<file path="config.mk">
export PLATFORM = sky130hd
export DESIGN_NAME = chunked_add_sequencer
export DESIGN_NICKNAME = d
export VERILOG_FILES = /design/src/rtl/chunked_add_sequencer.sv
export SDC_FILE = /design/constraint.sdc
export NUM_CORES = 1
export LEC_CHECK = 0
export BUFFER_PORTS_ARGS = -buffer_cell sky130_fd_sc_hd__buf_4
export CAP_MARGIN = 20
export CORE_ASPECT_RATIO = 0.75
export CORE_UTILIZATION = 30
export DETAILED_ROUTE_END_ITERATION = 12
export GPL_TIMING_DRIVEN = 0
export PLACE_DENSITY = 0.57
export SKIP_LAST_GASP = 1
export SLEW_MARGIN = 30
export SYNTH_ARGS = -nofsm -noshare
export SYNTH_HDL_FRONTEND = slang
export SYNTH_SLANG_ARGS = --single-unit
export TNS_END_PERCENT = 50
</file>
<file path="constraint.sdc">
create_clock -name clk_in -period 5.18 [get_ports clk_in]
set_input_delay 0.259 -clock clk_in [delete_from_list [all_inputs] [get_ports clk_in]]
set_output_delay 0.259 -clock clk_in [all_outputs]
set_load 0.01 [all_outputs]
</file>
<file path="src/rtl/chunked_add_sequencer.sv">
// Multi-cycle WIDTH-bit adder: one shared CHUNK-bit fast adder, one chunk per clock, LSB first.
// Latency N=WIDTH/CHUNK edges from accept to done; ready_out only in IDLE, start_in ignored otherwise. Option: CHUNKED_ADD_EARLY_EXIT_EN.

module chunked_add_fast_adder #(
  parameter int BITS = 4
) (
  input  logic [BITS-1:0] a,
  input  logic [BITS-1:0] b,
  input  logic            c_in,
  output logic [BITS-1:0] sum_out,
  output logic            gg_out,
  output logic            pg_out
);
  logic [BITS-1:0] g, p;
  logic            cy, gc;

  assign g      = a & b;
  assign p      = a ^ b;
  assign pg_out = &p;

  always_comb begin
    sum_out = '0;
    cy      = c_in;
    gc      = 1'b0;
    for (int k = 0; k < BITS; k++) begin
      sum_out[k] = p[k] ^ cy;
      cy         = g[k] | (p[k] & cy);
      gc         = g[k] | (p[k] & gc);
    end
    gg_out = gc;
  end
endmodule

module chunked_add_sequencer #(
  parameter int WIDTH = 16,
  parameter int CHUNK = 4
) (
  input  logic             clk_in,
  input  logic             reset_in,
  input  logic             start_in,
  input  logic [WIDTH-1:0] a_in,
  input  logic [WIDTH-1:0] b_in,
  input  logic             c_in,
  output logic             ready_out,
  output logic             done_out,
  output logic [WIDTH-1:0] sum_out,
  output logic             c_out,
  output logic             v_out
);
  localparam int N  = WIDTH / CHUNK;
  localparam int IW = $clog2(N) + 1;

  localparam logic [1:0] S_IDLE = 2'd0;
  localparam logic [1:0] S_RUN  = 2'd1;
  localparam logic [1:0] S_DONE = 2'd2;

  if ((CHUNK < 1) || (WIDTH % CHUNK != 0)) begin : g_bad_cfg
    $error("chunked_add_sequencer: WIDTH must be a non-zero multiple of CHUNK");
  end

  logic [1:0]       state_q;
  logic [IW-1:0]    idx_q;
  logic             carry_q;
  logic [WIDTH-1:0] a_q, b_q, acc_q, acc_nxt;
  logic [CHUNK-1:0] a_chk, b_chk, chk_sum;
  logic             gg, pg, carry_nxt, last_chunk, finish, msb_cin;

  // Constant-index mux keeps the chunk select a plain case per chunk.
  always_comb begin
    a_chk   = '0;
    b_chk   = '0;
    acc_nxt = acc_q;
    for (int k = 0; k < N; k++) begin
      if (int'(idx_q) == k) begin
        a_chk                      = a_q[k*CHUNK +: CHUNK];
        b_chk                      = b_q[k*CHUNK +: CHUNK];
        acc_nxt[k*CHUNK +: CHUNK]  = chk_sum;
      end
    end
  end

  chunked_add_fast_adder #(.BITS(CHUNK)) u_fast_adder (
    .a      (a_chk),
    .b      (b_chk),
    .c_in   (carry_q),
    .sum_out(chk_sum),
    .gg_out (gg),
    .pg_out (pg)
  );

  assign carry_nxt  = gg | (pg & carry_q);
  assign last_chunk = (int'(idx_q) == N - 1);
  // Carry into the MSB falls out of the sum bit and the two operand bits.
  assign msb_cin    = a_q[WIDTH-1] ^ b_q[WIDTH-1] ^ acc_nxt[WIDTH-1];

`ifdef CHUNKED_ADD_EARLY_EXIT_EN
  logic rest_zero;
  always_comb begin
    rest_zero = 1'b1;
    for (int k = 0; k < N; k++) begin
      if ((k > int'(idx_q)) && ((a_q[k*CHUNK +: CHUNK] | b_q[k*CHUNK +: CHUNK]) != '0))
        rest_zero = 1'b0;
    end
  end
  assign finish = last_chunk | (rest_zero & ~carry_nxt);
`else
  assign finish = last_chunk;
`endif

  assign ready_out = (state_q == S_IDLE);

  always_ff @(posedge clk_in or posedge reset_in) begin
    if (reset_in) begin
      state_q  <= S_IDLE;
      idx_q    <= '0;
      carry_q  <= 1'b0;
      a_q      <= '0;
      b_q      <= '0;
      acc_q    <= '0;
      sum_out  <= '0;
      c_out    <= 1'b0;
      v_out    <= 1'b0;
      done_out <= 1'b0;
    end else begin
      case (state_q)
        S_IDLE: begin
          if (start_in) begin
            a_q     <= a_in;
            b_q     <= b_in;
            carry_q <= c_in;
            idx_q   <= '0;
            acc_q   <= '0;
            state_q <= S_RUN;
          end
        end
        S_RUN: begin
          acc_q   <= acc_nxt;
          carry_q <= carry_nxt;
          if (finish) begin
            sum_out  <= acc_nxt;
            c_out    <= carry_nxt;
            v_out    <= carry_nxt ^ msb_cin;
            done_out <= 1'b1;
            state_q  <= S_DONE;
          end else begin
            idx_q <= idx_q + 1'b1;
          end
        end
        S_DONE: begin
          done_out <= 1'b0;
          state_q  <= S_IDLE;
        end
        default: state_q <= S_IDLE;
      endcase
    end
  end
endmodule

</file>
==> impl_metrics.tcl <==
set metrics [dict create \
    synth_seq_area_share 0.525 \
    num_io_pins 56 \
    min_from "a_in[3]" \
    tightest_slew_ps 499 \
    die_h_microns 92.7 \
    async_flop_share 1.00 \
    crit_required_ps 5430 \
    syn_to_final_growth_pct 27.6 \
    cts_buffers 9 \
    cap_violations 0 \
    grt_overflow 0 \
    startpoint "idx_q[0]$_DFFE_PP0P_" \
    cpMostUsedCell "fa_1" \
    r2r-start "idx_q[0]$_DFFE_PP0P_" \
    multi_input_area_sq_um 1430 \
    ant_nets 0 \
    peakVddDrop_mv 0.225 \
    die_w_microns 123 \
    postSynthAreaPerCell_sq_um 10.7 \
    finalPower_mw 2.95 \
    cts_resized 0 \
    synth_commonest_cells "69 x dfrtp_1, 47 x nand2_1, 32 x o21ai_0, 31 x mux2_2, 20 x a21oi_1" \
    grtUsageTotal 0.144 \
    rows 32 \
    layout_worst_path_cycle_share 0.733 \
    clock-sinks 69 \
    fin_util 0.400 \
    synthesis.nets 356 \
    yosysWarnings 0 \
    crit_slowest_cell "fa_1" \
    finalSetupTns_ps 0 \
    cp-end-kind "flop" \
    hold_viol 0 \
    critical_path_class "flop to flop" \
    n_fill_cell 1042 \
    wirelength_microns 7430 \
    layout-drive-gt1-share 0.297 \
    ys_ff_latch 69 \
    period_needed_ps 3800 \
    wl_per_cell_microns 14.4 \
    p_per_area_nw_per_um2 704 \
    route.detailed.drc 0 \
    setup_viol 0 \
    critPathMaxStageDelay_ps 430 \
    port_buffers 55 \
    clk_pin_slew_ps 50 \
    placed_cell_area_sq_um 3900 \
    start_util 0.314 \
    cts_setup_buffers 0 \
    synth_most_common_cell "dfrtp_1" \
    via_per_inst 4.72 \
    cp_max_fo 10 \
    hold_class "primary input to flop" \
    holdBufCountCts 1 \
    maxSlewHeadroom 0.667 \
    synth_area_sq_um 3290 \
    place_hpwl_microns 5560 \
    cp_cell_sequence "ha_1, ha_1, clkbuf_1, nor2_1, clkbuf_1, a22oi_1, fa_1, fa_1, inv_1, fa_1, xnor2_2, xnor2_1, or3_1, a31oi_1" \
    arrival_ps 4040 \
    synth_top_area_share 0.525 \
    antenna_found_initial 0 \
    htreeDepth 3 \
    layout.area.seq_sq_um 1730 \
    synth-edff-count 0 \
    grt_max_degree 39 \
    grt_pass1_wl_microns 12300 \
    coreArea_sq_um 10500 \
    yosys-top-cells-area "dfrtp_1 52%, mux2_2 11%, nand2_1 5.4%" \
    antenna_cells 0 \
    drt-pass1-iter-count 4 \
    r2r_setup_slack_ps 1380 \
    clockBufferDepth 2 \
    max_freq_mhz 263 \
    status "finished, final reports clean" \
    yosys.cell_types.count 35 \
    vias 2433 \
    cts_root_buffer "clkbuf_16" \
    slew_violations 0 \
    yosysTopAreaCell "dfrtp_1" \
    critPathLaunchType "flop" \
    rsz0062_at_grt "no" \
    cts_tree "yes" \
    nets 424 \
    fin_area_sq_um 4200 \
    finClkSkew_ps 8.44 \
    dieArea_sq_um 11400 \
    dr.first_iter.drc_count 137 \
    insertion_delay_ps 330 \
    place.gp.congestion 0.801 \
    dominantRegCellSynth "dfrtp_1" \
    syn_inst 308 \
    grt_pass1_vias 2440 \
    p_leak_nw 1.91 \
]
==> routing by layer <==
metal	global-route usage	up-vias	wire (microns)
li1	-	1209	-
met5	0	-	0
met2	0.211	53	3320
met3	0.0517	2	364
met4	0.0396	0	23
met1	0.200	1169	3720
==> registers in the layout, summed over array words and instances, names as in the netlist <==
register and flops:
c_out 1, state_q 2, a_q 16, sum_out 16, v_out 1, acc_q 12, done_out 1, idx_q 3
carry_q 1, b_q 16
==> critical path: cells and delay by family (launching register included) <==
kind / cells / cell delay, ps
AND/OR/NAND/NOR: 2 / 600
adder cells (fa/ha/maj): 5 / 1400
buffers and inverters: 3 / 660
AO/OA/AOI/OAI: 2 / 330
XOR/XNOR: 2 / 340
flip-flops: 1 / 400
==> worst paths after layout <==
kind,depth (start not counted),end
min in group asynchronous,3,sum_out[10]$_DFFE_PP0P_
max in group asynchronous,4,b_q[1]$_DFFE_PP0P_
max,14,v_out$_DFFE_PP0P_
max reg2reg,14,v_out$_DFFE_PP0P_
min,2,a_q[3]$_DFFE_PP0P_
min reg2reg,2,sum_out[14]$_DFFE_PP0P_
==> cells in the final DEF (no fill, tap or decap), types with 2 or more instances in the layout <==
cell type  Yosys  layout
a21oi_1       20      20
a22o_1         8       8
a22oi_1        4       4
a31oi_1        4       4
a32o_1         3       3
and3b_1        8       8
buf_1          2       2
buf_2          2       2
buf_4          1      56
buf_6          3       3
clkbuf_1       9      10
clkbuf_16      0       9
clkbuf_2       2       2
clkinv_2       0       2
dfrtp_1       69      69
fa_1           3       3
ha_1           9       9
inv_1          7       6
mux2_2        31      31
nand2_1       47      47
nand2b_1       5       5
nor2_1        17      17
nor2b_1        4       4
o21ai_0       32      32
o21ai_1        5       5
xnor2_1        2       2
==> logic make-up (layout without fill, tap and decap cells) <==
logic type,Yosys count,count (layout),synth area share
simple gates,85,85,0.119
xor+xnor,3,3,0.0103
flops,69,69,0.525
fa+ha+maj,12,12,0.0525
compound gates,80,80,0.144
buf+inv,27,99,0.0403
mux,32,32,0.110
==> power breakdown <==
part / total (mW) / leakage (nW) / internal [mW] / switching (mW)
sequential: 0.907 / 0.857 / 0.771 / 0.136
combinational: 1.44 / 0.912 / 0.645 / 0.797
clock: 0.604 / 0.145 / 0.382 / 0.222
total: 2.95 / 1.91 / 1.80 / 1.16
==> through the flow <==
stage               hold WS, ps  std cells  worst slack [ps]
floorplan                   382        308              1880
global placement            461        499              1450
detailed placement          336        500              1390
CTS                         141        516              1390
global route                145        516              1160
finish                      152        516              1380
==> layout make-up <==
class | instances | share of cell area
inverters | 8 | 0.00775
clock buffers | 11 | 0.0578
multi-input cells | 212 | 0.341
plain buffers | 19 | 0.0244
well taps | 136 | 0.0405
flip-flops and latches | 69 | 0.411
repair buffers | 57 | 0.106
clock inverters | 4 | 0.0116
Power figures use the tool's default switching activity.
